<file path="src/rtl/eth_mdio_pkg.sv">
// rtl/eth_mdio_pkg.sv - shared constants, state codes and frame helper for the MDIO master
package eth_mdio_pkg;

    typedef logic [2:0] state_t;

    localparam state_t S_IDLE = 3'd0;
    localparam state_t S_PRE  = 3'd1;
    localparam state_t S_HDR  = 3'd2;
    localparam state_t S_TA   = 3'd3;
    localparam state_t S_DATA = 3'd4;
    localparam state_t S_DONE = 3'd5;

    localparam logic [1:0] MDIO_ST    = 2'b01;
    localparam logic [1:0] MDIO_OP_WR = 2'b01;
    localparam logic [1:0] MDIO_OP_RD = 2'b10;
    localparam int         PRE_BITS   = 32;
    localparam int         FRAME_BITS = 64;

    // Everything after the preamble, MSB first; reads carry 1s where the line is released.
    function automatic logic [31:0] mdio_tx_word(input logic write, input logic [4:0] phy,
                                                 input logic [4:0] regad, input logic [15:0] wdata);
        if (write)
            mdio_tx_word = {MDIO_ST, MDIO_OP_WR, phy, regad, 2'b10, wdata};
        else
            mdio_tx_word = {MDIO_ST, MDIO_OP_RD, phy, regad, 2'b11, 16'hFFFF};
    endfunction

endpackage

</file>
<file path="src/rtl/eth_mdio_ctrl_if.sv">
// rtl/eth_mdio_ctrl_if.sv - command/response bundle between a PHY manager and the MDIO master
interface eth_mdio_ctrl_if;

    logic        cmd_valid;
    logic        cmd_ready;
    logic        cmd_write;
    logic [4:0]  cmd_reg;
    logic [15:0] cmd_wdata;
    logic        rsp_valid;
    logic [15:0] rsp_rdata;
    logic        rsp_err;

    modport master (
        output cmd_valid, cmd_write, cmd_reg, cmd_wdata,
        input  cmd_ready, rsp_valid, rsp_rdata, rsp_err
    );

    modport slave (
        input  cmd_valid, cmd_write, cmd_reg, cmd_wdata,
        output cmd_ready, rsp_valid, rsp_rdata, rsp_err
    );

endinterface

</file>
<file path="src/rtl/mdio_clk_div.sv">
// rtl/mdio_clk_div.sv - MDC generator with per-slot sample/end strobes, cleared while not running
module mdio_clk_div #(
    parameter int CLK_DIV = 20
) (
    input  logic clk,
    input  logic rst,
    input  logic run,
    output logic mdc,
    output logic sample_en,
    output logic slot_end,
    output logic slot_tail
);

    localparam int SLOT = 2 * CLK_DIV;
    localparam int CW   = $clog2(SLOT);

    localparam logic [CW-1:0] HALF = CW'(CLK_DIV);
    localparam logic [CW-1:0] SAMP = CW'(CLK_DIV - 1);
    localparam logic [CW-1:0] TAIL = CW'(SLOT - 2);
    localparam logic [CW-1:0] LAST = CW'(SLOT - 1);

    logic [CW-1:0] cnt;

    always_ff @(posedge clk) begin
        if (rst || !run)
            cnt <= '0;
        else if (cnt == LAST)
            cnt <= '0;
        else
            cnt <= cnt + 1'b1;
    end

    assign mdc       = run && (cnt >= HALF);
    assign sample_en = run && (cnt == SAMP);
    assign slot_tail = run && (cnt == TAIL);
    assign slot_end  = run && (cnt == LAST);

endmodule

</file>
<file path="src/rtl/eth_mdio_ctrl.sv">
// rtl/eth_mdio_ctrl.sv - clause 22 MDIO master: one register read or write per accepted command
import eth_mdio_pkg::*;

module eth_mdio_ctrl #(
    parameter int         CLK_DIV  = 20,
    parameter logic [4:0] PHY_ADDR = 5'd1
) (
    input  logic           clk,
    input  logic           rst,
    eth_mdio_ctrl_if.slave bus,
    output logic           busy,
    output logic           mdc,
    output logic           mdio_o,
    output logic           mdio_oe,
    input  logic           mdio_i
);

    state_t      state;
    logic [4:0]  bit_cnt;
    logic        is_write;
    logic [31:0] tx_sr;
    logic [15:0] rd_sr;
    logic        ta_err;
    logic        div_mdc;
    logic        sample_en;
    logic        slot_end;
    logic        slot_tail;
    logic        shifting;

    mdio_clk_div #(.CLK_DIV(CLK_DIV)) u_div (
        .clk       (clk),
        .rst       (rst),
        .run       (state != S_IDLE),
        .mdc       (div_mdc),
        .sample_en (sample_en),
        .slot_end  (slot_end),
        .slot_tail (slot_tail)
    );

    assign bus.cmd_ready = (state == S_IDLE);
    assign busy          = (state != S_IDLE);
    assign shifting      = (state == S_HDR) || (state == S_TA) || (state == S_DATA);

    // The DONE slot keeps MDC low so the PHY sees a clean idle bit.
    assign mdc     = div_mdc && (state != S_DONE);
    assign mdio_o  = shifting ? tx_sr[31] : 1'b1;
    assign mdio_oe = (state == S_PRE) || (state == S_HDR) ||
                     (is_write && ((state == S_TA) || (state == S_DATA)));

    always_ff @(posedge clk) begin
        if (rst) begin
            state         <= S_IDLE;
            bit_cnt       <= '0;
            is_write      <= 1'b0;
            tx_sr         <= '0;
            rd_sr         <= '0;
            ta_err        <= 1'b0;
            bus.rsp_valid <= 1'b0;
            bus.rsp_rdata <= '0;
            bus.rsp_err   <= 1'b0;
        end else begin
            bus.rsp_valid <= 1'b0;
            if (shifting && slot_end)
                tx_sr <= {tx_sr[30:0], 1'b1};
            case (state)
                S_IDLE: if (bus.cmd_valid) begin
                    state    <= S_PRE;
                    bit_cnt  <= '0;
                    is_write <= bus.cmd_write;
                    tx_sr    <= mdio_tx_word(bus.cmd_write, PHY_ADDR, bus.cmd_reg, bus.cmd_wdata);
                end
                S_PRE: if (slot_end) begin
                    if (bit_cnt == 5'(PRE_BITS - 1)) begin
                        state   <= S_HDR;
                        bit_cnt <= '0;
                    end else
                        bit_cnt <= bit_cnt + 5'd1;
                end
                S_HDR: if (slot_end) begin
                    if (bit_cnt == 5'd13) begin
                        state   <= S_TA;
                        bit_cnt <= '0;
                    end else
                        bit_cnt <= bit_cnt + 5'd1;
                end
                S_TA: begin
                    // A PHY pulls the second turnaround bit low; a released line means nobody answered.
                    if (sample_en && bit_cnt == 5'd1)
                        ta_err <= mdio_i;
                    if (slot_end) begin
                        if (bit_cnt == 5'd1) begin
                            state   <= S_DATA;
                            bit_cnt <= '0;
                        end else
                            bit_cnt <= bit_cnt + 5'd1;
                    end
                end
                S_DATA: begin
                    if (sample_en)
                        rd_sr <= {rd_sr[14:0], mdio_i};
                    if (slot_end) begin
                        if (bit_cnt == 5'd15) begin
                            state   <= S_DONE;
                            bit_cnt <= '0;
                        end else
                            bit_cnt <= bit_cnt + 5'd1;
                    end
                end
                S_DONE: if (slot_tail) begin
                    // Leaving one cycle early puts rsp_valid and cmd_ready on the slot's last cycle.
                    state         <= S_IDLE;
                    bus.rsp_valid <= 1'b1;
                    bus.rsp_rdata <= is_write ? 16'h0000 : rd_sr;
                    bus.rsp_err   <= !is_write && ta_err;
                end
                default: state <= S_IDLE;
            endcase
        end
    end

endmodule

</file>
<file path="src/flat_wrapper.sv">
// flat-port wrapper written by rule: the top's interface ports become plain ports
module eth_mdio_ctrl_flat 
#(
    parameter int         CLK_DIV  = 20,
    parameter logic [4:0] PHY_ADDR = 5'd1
)
  (clk, rst, busy, mdc, mdio_o, mdio_oe, mdio_i, bus_cmd_valid, bus_cmd_write, bus_cmd_reg, bus_cmd_wdata, bus_cmd_ready, bus_rsp_valid, bus_rsp_rdata, bus_rsp_err);
  eth_mdio_ctrl_if bus_i ();
  input  logic clk;
  input  logic rst;
  output logic busy;
  output logic mdc;
  output logic mdio_o;
  output logic mdio_oe;
  input  logic mdio_i;
  input wire logic [$bits(bus_i.cmd_valid)-1:0] bus_cmd_valid;
  input wire logic [$bits(bus_i.cmd_write)-1:0] bus_cmd_write;
  input wire logic [$bits(bus_i.cmd_reg)-1:0] bus_cmd_reg;
  input wire logic [$bits(bus_i.cmd_wdata)-1:0] bus_cmd_wdata;
  output wire logic [$bits(bus_i.cmd_ready)-1:0] bus_cmd_ready;
  output wire logic [$bits(bus_i.rsp_valid)-1:0] bus_rsp_valid;
  output wire logic [$bits(bus_i.rsp_rdata)-1:0] bus_rsp_rdata;
  output wire logic [$bits(bus_i.rsp_err)-1:0] bus_rsp_err;
  assign bus_i.cmd_valid = bus_cmd_valid;
  assign bus_i.cmd_write = bus_cmd_write;
  assign bus_i.cmd_reg = bus_cmd_reg;
  assign bus_i.cmd_wdata = bus_cmd_wdata;
  assign bus_cmd_ready = bus_i.cmd_ready;
  assign bus_rsp_valid = bus_i.rsp_valid;
  assign bus_rsp_rdata = bus_i.rsp_rdata;
  assign bus_rsp_err = bus_i.rsp_err;
  eth_mdio_ctrl #(.CLK_DIV(CLK_DIV), .PHY_ADDR(PHY_ADDR)) u_core (.clk(clk), .rst(rst), .bus(bus_i), .busy(busy), .mdc(mdc), .mdio_o(mdio_o), .mdio_oe(mdio_oe), .mdio_i(mdio_i));
endmodule
</file>
<file path="config.mk">
export PLATFORM = sky130hd
export DESIGN_NAME = eth_mdio_ctrl_flat
export DESIGN_NICKNAME = d
export VERILOG_FILES = /design/src/rtl/eth_mdio_pkg.sv /design/src/rtl/eth_mdio_ctrl_if.sv /design/src/rtl/mdio_clk_div.sv /design/src/rtl/eth_mdio_ctrl.sv /design/src/flat_wrapper.sv
export SDC_FILE = /design/constraint.sdc
export NUM_CORES = 1
export LEC_CHECK = 0
export CORE_MARGIN = 2
export CORE_UTILIZATION = 54
export DETAILED_ROUTE_END_ITERATION = 10
export GPL_TIMING_DRIVEN = 0
export PLACE_DENSITY = 0.79
export SYNTH_ARGS = -nofsm -noshare
export SYNTH_HDL_FRONTEND = slang
export SYNTH_SLANG_ARGS = --single-unit
</file>
<file path="constraint.sdc">
create_clock -name clk -period 2.9 [get_ports clk]
set_clock_uncertainty 0.2 [all_clocks]
set_input_delay 0.29 -clock clk [delete_from_list [all_inputs] [get_ports clk]]
set_output_delay 0.29 -clock clk [all_outputs]
set_load 0.01 [all_outputs]
</file>
-- Word-level counts from Yosys, hierarchy flattened
Cells that the tools add are included.
- logic and storage cells: 93
- input bits: 26
- output and inout bits: 23
- bits in registers: 82
- reductions and logical operators: 28
- bitwise operators: 1
- equal/unequal tests: 23
- add/sub/neg operators: 2
- multiplexer cells: 28
- order comparisons: 1
- operators by type and width (cell ; count):
    two-way mux 32 bit ; 3
    two-way mux 5 bit ; 9
    two-way mux 3 bit ; 10
    two-way mux 30 bit ; 1
    case mux 5 bit (5 select lines) ; 1
    case mux 3 bit (6 select lines) ; 1
    two-way mux 16 bit ; 1
    equality test 6 bit (second input constant) ; 2
    equality test 5 x 4 -> 1 bit (second input constant) ; 2
    inequality test 2 x 1 -> 1 bit (second input constant) ; 5
    inequality test 2 bit (second input constant) ; 5
    AND reduction 10 bit ; 1
    logical AND 1 bit ; 9
    AND reduction 2 bit ; 4
    adder 6 x 1 -> 6 bit (second input constant) ; 1
    equality test 3 x 2 -> 1 bit (second input constant) ; 2
    equality test 3 bit (second input constant) ; 2
    equality test 6 x 5 -> 1 bit (second input constant) ; 1
    greater-or-equal comparator 6 x 5 -> 1 bit (second input constant) ; 1
    logical OR 1 bit ; 6
    AND reduction 6 bit ; 1
    adder 5 x 1 -> 5 bit (second input constant) ; 1
    equality test 5 x 1 -> 1 bit (second input constant) ; 1
    equality test 5 bit (second input constant) ; 1
    9 further kinds ; 12

-- Logic depth before layout (Yosys ltp)
- depth in word-level cells: 7
- gate-level depth with buffers: 8
- mapped depth without buffers: 7

-- Cells and area by module
A second synthesis with hierarchy kept.
- cells, all modules: 406
- area, all modules: 3509.6 um^2
- modules (own cells, without submodules) (module ; sequential area each (um^2) ; cells an instance ; instances ; area an instance (um^2)):
    eth_mdio_ctrl ; 1521.5 ; 367 ; 1 ; 3173.0
    mdio_clk_div ; 120.1 ; 39 ; 1 ; 336.6

-- Least setup slack after synthesis
No wires, ideal clock.
- kind: reg2reg
- start point: register u_core.u_div.cnt[1]
- end point: register u_core.rd_sr[10]
- path slack: 716 ps
- setup time: 128 ps
- cell stages (with the launch flop): 8
- arrival: 1856 ps
- cell sequence: dfxtp_1 -> ha_1 -> nand2_1 -> or4_1 -> nor2_2 -> buf_4 -> mux2i_1 -> nor2_1
- word-level cells in the longest chain between the ends: 3
- ends and longest elaborated chain (what ; RTL line ; source):
    from (decl) ; mdio_clk_div.sv:22 ; logic [CW-1:0] cnt;
    from (signal assigned) ; mdio_clk_div.sv:30 ; cnt <= cnt + 1'b1;
    equality test 6 x 5 -> 1 bit ; mdio_clk_div.sv:34 ; assign sample_en = run && (cnt == SAMP);
    logical AND 1 bit ; mdio_clk_div.sv:34 ;
    AND reduction 2 bit (no source line) ; n/a ;
    to (signal assigned) ; eth_mdio_ctrl.sv:100 ; rd_sr <= {rd_sr[14:0], mdio_i};
    to (decl) ; eth_mdio_ctrl.sv:22 ; logic [15:0] rd_sr;
No other way between the ends.
A chain may end at the register's enable or synchronous reset.

-- Worst setup path in the final report
- start point: register u_core.state[2]
- end point: output port mdio_oe
- word-level cells in the longest chain between the ends: 4
- elaborated cells between the ends (all ways): 8
- classes of those cells: eq/ne: 4; reduce/logical: 4
- ends and longest elaborated chain (what ; RTL line ; source):
    from (decl) ; eth_mdio_ctrl.sv:18 ; state_t state;
    from (signal assigned) ; eth_mdio_ctrl.sv:52 ; state <= S_IDLE;
    from (signal assigned) ; eth_mdio_ctrl.sv:67 ; state <= S_PRE;
    from (signal assigned) ; eth_mdio_ctrl.sv:74 ; state <= S_HDR;
    equality test 3 x 2 -> 1 bit or equality test 3 bit (tied branches) ; eth_mdio_ctrl.sv:48 ; (is_write && ((state == S_TA) || (state == S_DATA)));
    logical OR 1 bit ; eth_mdio_ctrl.sv:48 ;
    logical AND 1 bit ; eth_mdio_ctrl.sv:48 ;
    logical OR 1 bit (*) ; eth_mdio_ctrl.sv:47 ; assign mdio_oe = (state == S_PRE) || (state == S_HDR) ||
    to (decl) ; flat_wrapper.sv:14 ; output logic mdio_oe;
Mark *: on every way between the ends. The rest lies on a longest branch, timed or not.

==> results.yml <==
status:
  status: "complete, no violations"
pwr:
  combPwrFrac_pct: 10.5
  power.switching_w: 0.000565
  vdd_ir_drop_max_v: 0.000360
  pwr-share-seq_pct: 53.1
  p_int_w: 0.00170
  power_leakage_nw: 1.53
  clkPwrFrac_pct: 36.4
  p_per_area_nw_per_um2: 529
  swShare_pct: 24.9
global_route:
  grt_overflow: 0
  grt_pass1_wl_um: 13300
  grt_pass1_vias: 2884
  antenna_found_initial: 0
  grt_usage_pct: 22.6
  grt_max_degree: 14
die:
  core_um2: 6310
  die_w_um: 84.6
  num_rows: 29
  die_h_um: 84.6
  die_area_um2: 7160
  boundaryPins: 49
  start_util_pct: 55.6
sta:
  worst_slew_pin_slew_ns: 0.656
  slew-limit-headroom_pct: 55.9
  hold_violations: 0
  rsz0062_at_grt: "false"
  tns_ns: 0
  max_freq_ghz: 0.385
  slew_viol_final: 0
  setup_viol: 0
  post-route-period-util_pct: 89.6
  period_needed_ns: 2.60
cts:
  htree_levels: 3
  clkTransAtPathRegs_ns: 0.08
  clockRootBuffer: "clkbuf_8"
  ctsResizeCount: 0
  cts_inserted_buffers: 9
  clock_latency_ns: 0.35
  cts_tree: "done"
  cts.sinks: 82
  clockBufferDepth: 2
  cts-hold-fix-buffers: 0
  post_cts_buffers: 0
setup_path:
  startpoint: "u_core.state[2]"
  criticalPathCategory: "reg2out"
  crit_fanout: 7
  r2r_end: "u_core.rd_sr[11]"
  endpoint_kind: "output pin"
  critPathArrivalTime_ns: 2.11
  crit_end: "mdio_oe"
  cp.required_ns: 2.41
  reg2reg_from: "u_core.u_div.cnt[0]"
  startpoint_type: "register"
  r2r_slack_ns: 0.43
  worst-r2r-cell-count: 7
drt:
  wl_per_cell_um: 14.6
  routed_wl_um: 7700
  drcViolationCount: 0
  firstDrtPassIters: 5
  vias: 3028
  viasPerCell: 5.73
  drtIter0Drc: 117
  drtAntennaViolNets: 0
cells_and_area:
  final_net_count: 479
  num_antenna_cells: 0
  post_route_cells_drive_above_1_share_pct: 8.20
  area_growth_pct: 21.9
  final_design_area_no_fill_um2: 4280
place:
  io_buffer_count: 48
  placed_cell_area_um2: 4090
  gp_congestion: 0.847
  hpwl_um: 5400
yosys:
  synthCells: 388
  syn_area_um2: 3510
  yosysWarnings: 0
  yosysUniqueCellTypes: 53
  synthArstFlopShare_pct: 0
  synth.avg_cell_area_um2: 9.05
  seq_area_frac_synth_pct: 46.7
  synthesis.nets: 420
  synthFlopType: "dfxtp_1"
  synth-seq-cells: 82
  synth_edf_count: 0
worst_hold_path:
  hold_path_class: "reg2reg"
flow_run:
  cap_viol_max_count: 0
metal layers:
metal	vias up	wire, um	global-route usage, %
met5	-	0	0
met4	0	151	8.95
met3	14	405	3.44
met2	96	3530	36.4
met1	1411	3610	30.6
li1	1507	-	-
cell families after synthesis:
group                      synth area share [%]
DFF                                        46.7
muxes                                      6.56
adders and majority gates                  2.14
AOI/OAI and AO/OA                          17.7
and+or+nand+nor                            21.0
xor gates and xnor gates                   1.50
buffers and inverters                      4.38
cell usage after synthesis, types with 2 or more instances:
library cell  number  share of area, %
a211oi_1           7               1.5
or4_1              2              0.43
o31a_1             2              0.50
nand4b_1           2              0.50
and3_1             3              0.53
nor4b_1            2              0.50
dfxtp_1           82                47
clkbuf_1          14               1.5
a22o_1            17               4.2
or2_2              3              0.53
nand3_1            7               1.0
or3_1              3              0.53
o21ai_0            6              0.86
nor3_1            19               2.7
buf_2             12               1.7
buf_4              2              0.43
a31oi_1            5              0.89
nor2_1            37               4.0
a311oi_1          17               4.2
nand2_1           62               6.6
xnor2_1            3              0.75
mux2i_1           23               6.6
inv_1              6              0.64
ha_1               6               2.1
xor2_1             3              0.75
a21oi_1           11               1.6
nor2b_1            2              0.36
nand2b_1           5              0.89
worst min path at each step:
stage,from,to,slack (ns),cells after the start
CTS,u_core.tx_sr[31],u_core.tx_sr[31],0.26,2
floorplan,u_core.u_div.cnt[0],u_core.u_div.cnt[0],0.23,1
global route,u_core.tx_sr[26],u_core.tx_sr[27],0.28,2
finish,u_core.tx_sr[31],u_core.tx_sr[31],0.26,2
global placement,u_core.tx_sr[30],u_core.tx_sr[31],0.24,2
detailed placement,u_core.tx_sr[31],u_core.tx_sr[31],0.25,2
area by class of cell:
cell class              instances  area (um^2)
fillers                       518         2030
multi-input cells             271         1720
flip-flops and latches         82         1640
repair buffers                 48          480
clock buffers                  11          141
plain buffers                  28          128
well taps                      77         96.3
clock inverters                 4         51.3
inverters                       7         26.3
per-stage QoR:
step / power [W] / hold WS (ns) / utilization [%] / worst slack (ns) / std cells
final: 0.00227 / 0.259 / 67.8 / 0.303 / 528
after global routing: 0.00237 / 0.281 / 67.8 / 0.198 / 528
after CTS: 0.00228 / 0.260 / 67.8 / 0.301 / 528
after detailed placement: 0.00146 / 0.249 / 64.8 / 0.315 / 513
after global placement: 0.00145 / 0.240 / 64.8 / 0.340 / 513
after floorplan: 0.00137 / 0.226 / - / 0.716 / 388
power by group through the flow:
| stage | registers (W) | logic (W) | clock network, W |
|---|---|---|---|
| 2_1_floorplan | 0.00122 | 0.000149 | 0 |
| 3_3_place_gp | 0.00123 | 0.000229 | 0 |
| 3_5_place_dp | 0.00123 | 0.000236 | 0 |
| 4_1_cts | 0.00120 | 0.000238 | 0.000838 |
| 5_1_grt | 0.00121 | 0.000264 | 0.000896 |
| 6_report | 0.00120 | 0.000238 | 0.000825 |
state kept, by name, summed over array words and instances, names as in the netlist:
| signal | flops |
|---|---|
| u_core.tx_sr | 32 |
| u_core.bus.rsp_err | 1 |
| u_core.state | 3 |
| u_core.u_div.cnt | 6 |
| u_core.bit_cnt | 5 |
| u_core.bus.rsp_rdata | 16 |
| u_core.ta_err | 1 |
| u_core.rd_sr | 16 |
| u_core.bus.rsp_valid | 1 |
| u_core.is_write | 1 |
cells in the final DEF, fill, tap and decap left out, drive strengths merged, types with 2 or more instances in the layout:
| cell | Yosys | routed |
|---|---|---|
| a211oi | 7 | 7 |
| a21oi | 12 | 12 |
| a22o | 17 | 17 |
| a311oi | 17 | 17 |
| a31oi | 5 | 5 |
| and3 | 3 | 3 |
| buf | 14 | 14 |
| clkbuf | 14 | 25 |
| clkdlybuf4s50 | 0 | 48 |
| clkinv | 1 | 2 |
| dfxtp | 82 | 82 |
| ha | 6 | 6 |
| inv | 6 | 7 |
| mux2i | 23 | 23 |
| nand2 | 62 | 62 |
| nand2b | 5 | 5 |
| nand3 | 7 | 7 |
| nand4b | 2 | 2 |
| nor2 | 38 | 38 |
| nor2b | 2 | 2 |
| nor3 | 19 | 19 |
| nor4b | 2 | 2 |
| o21a | 2 | 2 |
| o21ai | 6 | 6 |
| o31a | 2 | 2 |
| or2 | 3 | 3 |
| or3 | 3 | 3 |
| or4 | 2 | 2 |
| xnor2 | 3 | 3 |
| xor2 | 3 | 3 |
critical path, cell delays in order, from the launching register on:
cell	delay [ns]
dfxtp_1	0.45
or3b_1	0.36
buf_2	0.16
nand2_1	0.06
nand2_1	0.05
o21ai_0	0.10
clkdlybuf4s50_1	0.58
(Power assumes the default switching activity.)
